$ cat src/rtl/morse_pkg.sv
// Shared types and constants for the SOS detector: symbol kinds, sequencer states
// and the target dot/dash pattern.
package morse_pkg;

  typedef enum logic [1:0] {SYM_DOT, SYM_DASH, SYM_BAD} sym_e;
  typedef enum logic [1:0] {IDLE, MATCH, HIT} state_e;

  localparam int SOS_LEN = 9;
  // Bit p set means a dash is expected at symbol index p.
  localparam logic [SOS_LEN-1:0] SOS_PATTERN = 9'b000111000;

  function automatic logic expect_dash(input logic [3:0] p);
    return SOS_PATTERN[p];
  endfunction

endpackage

$ cat src/rtl/sos_sequencer_if.sv
// Serial Morse input and symbol/match status outputs of the SOS sequencer.
interface sos_sequencer_if;

  logic       in;
  logic       sym_valid;
  logic       sym_dash;
  logic       busy;
  logic [3:0] progress;
  logic       sos;
  logic       err;

  modport master (output in, input sym_valid, sym_dash, busy, progress, sos, err);
  modport slave  (input in, output sym_valid, sym_dash, busy, progress, sos, err);

endinterface

$ cat src/rtl/morse_sym_classifier.sv
// Turns runs of 1s into dot/dash/bad symbols one cycle after the terminating 0,
// and tracks the length of the current run of 0s.
module morse_sym_classifier #(
  parameter int DOT_LEN  = 1,
  parameter int DASH_LEN = 3,
  parameter int RUN_W    = 4
) (
  input  logic             clk,
  input  logic             rst,
  input  logic             in_i,
  output logic             sym_valid_o,
  output logic             sym_dash_o,
  output logic             bad_pulse_o,
  output logic [RUN_W-1:0] gap_o
);
  import morse_pkg::*;

  localparam logic [RUN_W-1:0] SAT      = '1;
  localparam logic [RUN_W-1:0] DOT_CNT  = RUN_W'(DOT_LEN);
  localparam logic [RUN_W-1:0] DASH_CNT = RUN_W'(DASH_LEN);

  logic [RUN_W-1:0] run_q, run_d, gap_q, gap_d;
  logic             sym_valid_q, sym_valid_d;
  logic             sym_dash_q, sym_dash_d;
  logic             bad_q, bad_d;
  logic             term;
  sym_e             kind;

  always_comb begin
    kind = SYM_BAD;
    if (run_q == DOT_CNT)       kind = SYM_DOT;
    else if (run_q == DASH_CNT) kind = SYM_DASH;

    // Both counters saturate so a stuck line cannot wrap into a valid length.
    run_d = in_i ? ((run_q == SAT) ? run_q : run_q + 1'b1) : '0;
    gap_d = in_i ? '0 : ((gap_q == SAT) ? gap_q : gap_q + 1'b1);

    term        = !in_i && (run_q != '0);
    sym_valid_d = term && (kind != SYM_BAD);
    sym_dash_d  = term && (kind == SYM_DASH);
    bad_d       = term && (kind == SYM_BAD);
  end

  always_ff @(posedge clk) begin
    if (rst) begin
      run_q       <= '0;
      gap_q       <= '0;
      sym_valid_q <= 1'b0;
      sym_dash_q  <= 1'b0;
      bad_q       <= 1'b0;
    end else begin
      run_q       <= run_d;
      gap_q       <= gap_d;
      sym_valid_q <= sym_valid_d;
      sym_dash_q  <= sym_dash_d;
      bad_q       <= bad_d;
    end
  end

  assign sym_valid_o = sym_valid_q;
  assign sym_dash_o  = sym_dash_q;
  assign bad_pulse_o = bad_q;
  assign gap_o       = gap_q;

endmodule

$ cat src/rtl/sos_sequencer.sv
// Matches classified Morse symbols against dot-dot-dot dash-dash-dash dot-dot-dot;
// pulses sos on a full match and err when a partial match times out.
module sos_sequencer #(
  parameter int DOT_LEN  = 1,
  parameter int DASH_LEN = 3,
  parameter int TIMEOUT  = 8,
  parameter int RUN_W    = 4
) (
  input  logic           clk,
  input  logic           rst,
  sos_sequencer_if.slave bus
);
  import morse_pkg::*;

  localparam logic [RUN_W-1:0] TO_CNT = RUN_W'(TIMEOUT);
  localparam logic [3:0]       LAST   = 4'(SOS_LEN - 1);

  logic             sym_valid, sym_dash, bad_pulse;
  logic [RUN_W-1:0] gap;
  state_e           state_q;
  logic [3:0]       progress_q;
  logic [3:0]       base;
  logic             sos_q, err_q;

  morse_sym_classifier #(
    .DOT_LEN (DOT_LEN),
    .DASH_LEN(DASH_LEN),
    .RUN_W   (RUN_W)
  ) u_cls (
    .clk        (clk),
    .rst        (rst),
    .in_i       (bus.in),
    .sym_valid_o(sym_valid),
    .sym_dash_o (sym_dash),
    .bad_pulse_o(bad_pulse),
    .gap_o      (gap)
  );

  // HIT never carries over: a symbol seen there is judged as a fresh start.
  assign base = (state_q == HIT) ? 4'd0 : progress_q;

  always_ff @(posedge clk) begin
    if (rst) begin
      state_q    <= IDLE;
      progress_q <= 4'd0;
      sos_q      <= 1'b0;
      err_q      <= 1'b0;
    end else begin
      sos_q <= 1'b0;
      err_q <= 1'b0;
      if (bad_pulse) begin
        state_q    <= IDLE;
        progress_q <= 4'd0;
      end else if (sym_valid) begin
        if (sym_dash == expect_dash(base)) begin
          if (base == LAST) begin
            state_q    <= HIT;
            progress_q <= 4'(SOS_LEN);
            sos_q      <= 1'b1;
          end else begin
            state_q    <= MATCH;
            progress_q <= base + 4'd1;
          end
        end else if (!sym_dash) begin
          // An unexpected dot can still be the first dot of a new SOS.
          state_q    <= MATCH;
          progress_q <= 4'd1;
        end else begin
          state_q    <= IDLE;
          progress_q <= 4'd0;
        end
      end else if (state_q == MATCH && gap == TO_CNT) begin
        err_q      <= 1'b1;
        state_q    <= IDLE;
        progress_q <= 4'd0;
      end else if (state_q == HIT) begin
        state_q    <= IDLE;
        progress_q <= 4'd0;
      end
    end
  end

  assign bus.sym_valid = sym_valid;
  assign bus.sym_dash  = sym_dash;
  assign bus.busy      = (state_q == MATCH);
  assign bus.progress  = progress_q;
  assign bus.sos       = sos_q;
  assign bus.err       = err_q;

endmodule

$ cat src/flat_wrapper.sv
// flat-port wrapper written by rule: the top's interface ports become plain ports
module sos_sequencer_flat import morse_pkg::*;
#(
  parameter int DOT_LEN  = 1,
  parameter int DASH_LEN = 3,
  parameter int TIMEOUT  = 8,
  parameter int RUN_W    = 4
)
  (clk, rst, bus_in, bus_sym_valid, bus_sym_dash, bus_busy, bus_progress, bus_sos, bus_err);
  sos_sequencer_if bus_i ();
  input  logic clk;
  input  logic rst;
  input wire logic [$bits(bus_i.in)-1:0] bus_in;
  output wire logic [$bits(bus_i.sym_valid)-1:0] bus_sym_valid;
  output wire logic [$bits(bus_i.sym_dash)-1:0] bus_sym_dash;
  output wire logic [$bits(bus_i.busy)-1:0] bus_busy;
  output wire logic [$bits(bus_i.progress)-1:0] bus_progress;
  output wire logic [$bits(bus_i.sos)-1:0] bus_sos;
  output wire logic [$bits(bus_i.err)-1:0] bus_err;
  assign bus_i.in = bus_in;
  assign bus_sym_valid = bus_i.sym_valid;
  assign bus_sym_dash = bus_i.sym_dash;
  assign bus_busy = bus_i.busy;
  assign bus_progress = bus_i.progress;
  assign bus_sos = bus_i.sos;
  assign bus_err = bus_i.err;
  sos_sequencer #(.DOT_LEN(DOT_LEN), .DASH_LEN(DASH_LEN), .TIMEOUT(TIMEOUT), .RUN_W(RUN_W)) u_core (.clk(clk), .rst(rst), .bus(bus_i));
endmodule
$ cat config.mk
export PLATFORM = sky130hd
export DESIGN_NAME = sos_sequencer_flat
export DESIGN_NICKNAME = d
export VERILOG_FILES = /design/src/rtl/morse_pkg.sv /design/src/rtl/sos_sequencer_if.sv /design/src/rtl/morse_sym_classifier.sv /design/src/rtl/sos_sequencer.sv /design/src/flat_wrapper.sv
export SDC_FILE = /design/constraint.sdc
export NUM_CORES = 1
export LEC_CHECK = 0
export ABC_AREA = 0
export CAP_MARGIN = 25
export CORE_ASPECT_RATIO = 1.1
export CORE_MARGIN = 1.5
export CORE_UTILIZATION = 50
export CTS_BUF_LIST = sky130_fd_sc_hd__clkbuf_4
export CTS_CLUSTER_DIAMETER = 100
export CTS_CLUSTER_SIZE = 10
export DETAILED_ROUTE_END_ITERATION = 8
export PLACE_DENSITY_LB_ADDON = 0.25
export SETUP_SLACK_MARGIN = 0.02
export SLEW_MARGIN = 0
export SYNTH_ARGS = -nofsm -noshare
export SYNTH_HDL_FRONTEND = slang
export SYNTH_SLANG_ARGS = --single-unit
export TNS_END_PERCENT = 20
$ cat constraint.sdc
create_clock -name clk -period 2 [get_ports clk]
set_input_delay 0.4 -clock clk [delete_from_list [all_inputs] [get_ports clk]]
set_output_delay 0.4 -clock clk [all_outputs]
set_load 0.01 [all_outputs]
==> qor.yml <==
grt:
  grt_start_max_net_pins: 12
  grt_overflow_total: 0
  grt_pass1_wl_mm: 2.918
  first_global_vias: 712
  track_usage: 0.1788
  grt_antenna_before_repair: 0
route:
  drt_drc_violations_left: 0
  drt.antenna.violating_nets: 0
  routed-via-count: 770
  first_iter_violations: 5
  route.final.wire_length_mm: 1.610
  wl_per_cell_um: 11.67
  avgViaCountPerCell: 5.580
  drt-pass1-iter-count: 3
placement:
  weighted_congestion_reported_at_the_end_of_routability_driven_placement: 0.8376
  portBuffers: 11
  detailedPlacementHpwl_mm: 1.229
  detailed_place.area_um2: 1072
power_and_ir_drop:
  power_leakage_nw: 0.4112
  netSwitchingPower_uw: 142.6
  power.combinational.fraction: 0.064
  power_report.internal_total_uw: 478.5
  powerDensity_nw_per_um2: 564.8
  p_clk_frac: 0.307
  vdd_drop_max_uv: 310.9
  seq_power_share: 0.629
  p_sw_frac: 0.2296
clock_network:
  cts_setup_buffers: 0
  clk_pin_slew_worst_setup_hold_paths_ns: 0.10
  postCtsResizedCells: 0
  clk_root_buffer_cell: "sky130_fd_sc_hd__clkbuf_4"
  cts-htree-levels: 1
  clock_sink_count: 19
  clock_tree_buf_depth: 2
  clock_insertion_delay_at_the_later_pin_of_the_skew_report_ns: 0.30
  tritoncts: "yes"
  cts_made_buffers: 3
  cts_hold_repair_buffers: 0
critical_path:
  cp.required_ns: 1.60
  endpoint_kind: "output port"
  critical_path_arrival_ns: 1.41
  critical_path.max_fanout: 4
  crit_path_start_kind: "flop"
  criticalPathCategory: "reg -> out"
logic_synthesis:
  syn-instance-count: 106
  area_share_of_the_leading_cell_type_in_the_synthesized_netlist: 0.4016
  synth.top_cells.by_count: "19 x sky130_fd_sc_hd__dfxtp_1, 15 x sky130_fd_sc_hd__nor2_1, 9 x sky130_fd_sc_hd__nand2_1"
  synthFlopType: "sky130_fd_sc_hd__dfxtp_1"
  post-synth-top-count-cell: "sky130_fd_sc_hd__dfxtp_1"
  netlist-cell-type-count: 35
  synth.largest_area_cell: "sky130_fd_sc_hd__dfxtp_1"
  post_synth.cell_area_avg_um2: 8.935
  postSynthRegisterBits: 19
  synth.yosys.warnings: 0
  synth-edff-count: 0
  syn_nets: 115
  asyncSetResetFlopFracSynth: 0
  dominant_cells_by_area_after_synthesis: "sky130_fd_sc_hd__dfxtp_1 40%, sky130_fd_sc_hd__ha_1 7.9%, sky130_fd_sc_hd__nor2_1 5.9%"
  synth.cell_area_um2: 947.2
  seq_area_frac_synth: 0.4016
timing:
  drv_slew: 0
  fin_worst_skew_ns: 0.002992
  setup_viol_count_final: 0
  hold_ws_ns: 0.4575
  finalSetupTns_ns: 0
  final.period_utilization: 0.9044
  fmaxAchievable_mhz: 552.9
  relSlewSlack: 0.8123
  final_period_minus_worst_setup_slack_ns: 1.809
  timing_worst_slew_pin_value_ns: 0.2812
  grt_setup_unrepaired: "no"
  timing.final.hold_violations: 0
die:
  ioPinCount: 12
  start_util: 0.5316
  die_footprint_um2: 2165
  std_cell_core_area_um2: 1782
  vertical_die_dimension_um: 48.65
  die_width_um: 44.50
  core.rowCount: 16
finish:
  drive_gt1_frac: 0.08333
  area_delta_synth_final_pct: 16.12
  diodes: 0
  final_cell_area_um2: 1100
  layout.nets: 130
hold_path:
  min_path_type: "reg -> reg"
run:
  maxCapViolations: 0
run_status:
  result_of_the_run: "finished clean"
-- worst max-delay path, stage by stage (launching register included) --
cell,delay [ns]
sky130_fd_sc_hd__dfxtp_1,0.35
sky130_fd_sc_hd__and2b_1,0.22
sky130_fd_sc_hd__clkdlybuf4s50_1,0.54
-- cells by family (layout without fill, tap and decap cells) --
family          count (synthesis)  count (layout)  share of synthesized area
compound gates                 13              13                     0.1044
xor+xnor                        5               5                    0.04623
fa+ha+maj                       6               6                    0.07926
buf+inv                         6              20                    0.03169
flops                          19              19                     0.4016
mux                             2               2                    0.02114
simple gates                   55              55                     0.3157
-- flip-flops by register name (all words and copies together), names as in the netlist --
register and count:
u_core.bus.progress 4, u_core.bus.err 1, u_core.u_cls.run_q 4, u_core.u_cls.bad_pulse_o 1, u_core.state_q 2, u_core.u_cls.sym_dash_o 1, u_core.bus.sos 1, u_core.u_cls.gap_o 4
u_core.u_cls.sym_valid_o 1
-- cell type report --
cell class | instances | area (um^2)
Inverter | 4 | 15.01
Tap cell | 18 | 22.52
Sequential cell | 19 | 380.4
Clock inverter | 1 | 5.005
Timing Repair Buffer | 12 | 117.6
Fill cell | 154 | 681.9
Multi-Input combinational cell | 81 | 536.8
Clock buffer | 3 | 22.52
-- final timing paths --
check                      startpoint                      to  slack, ns  cells past startpoint
max                 u_core.state_q[1]                bus_busy       0.19                      2
min          u_core.u_cls.bad_pulse_o          u_core.bus.err       0.46                      1
max reg2reg         u_core.state_q[0]  u_core.bus.progress[2]       0.42                      7
min reg2reg  u_core.u_cls.bad_pulse_o          u_core.bus.err       0.46                      1
-- power by group through the flow --
stage / sequential [mW] / clock (mW) / combinational (mW)
after floorplan: 0.398 / 0 / 0.0279
after global placement: 0.399 / 0 / 0.0382
after detailed placement: 0.400 / 0 / 0.0392
after CTS: 0.391 / 0.209 / 0.0401
after global routing: 0.392 / 0.221 / 0.0451
final: 0.391 / 0.191 / 0.0395
-- layer usage --
| layer | wire, um | up-vias | track usage |
|---|---|---|---|
| met5 | 0 | - | 0 |
| met4 | 31 | 0 | 0.1061 |
| met3 | 31 | 4 | 0.03358 |
| met2 | 809 | 9 | 0.2874 |
| met1 | 737 | 354 | 0.2131 |
| li1 | - | 403 | - |
-- cells in the final DEF (no fill, tap or decap), types with 2 or more instances in the layout --
cell type                          n
sky130_fd_sc_hd__nand4b_1          2
sky130_fd_sc_hd__inv_1             4
sky130_fd_sc_hd__nor2_1           15
sky130_fd_sc_hd__nand2_1           9
sky130_fd_sc_hd__nand2b_1          3
sky130_fd_sc_hd__ha_1              6
sky130_fd_sc_hd__mux2i_1           2
sky130_fd_sc_hd__a211oi_1          3
sky130_fd_sc_hd__a31oi_1           3
sky130_fd_sc_hd__dfxtp_1          19
sky130_fd_sc_hd__xnor2_1           4
sky130_fd_sc_hd__clkbuf_4          3
sky130_fd_sc_hd__nor3b_1           2
sky130_fd_sc_hd__nor3_1            7
sky130_fd_sc_hd__nand3_1           6
sky130_fd_sc_hd__clkdlybuf4s50_1  11
-- stage by stage --
step                instances  setup WS (ns)  power, mW    util
floorplan                 106         0.6237     0.4262       -
global placement          134         0.2269     0.4373  0.6018
detailed placement        134         0.1950     0.4388  0.6018
CTS                       138         0.1527     0.6401  0.6173
global route              138         0.1192     0.6586  0.6173
finish                    138         0.1913     0.6211  0.6173
No activity file was read; power rests on OpenSTA's default activity.
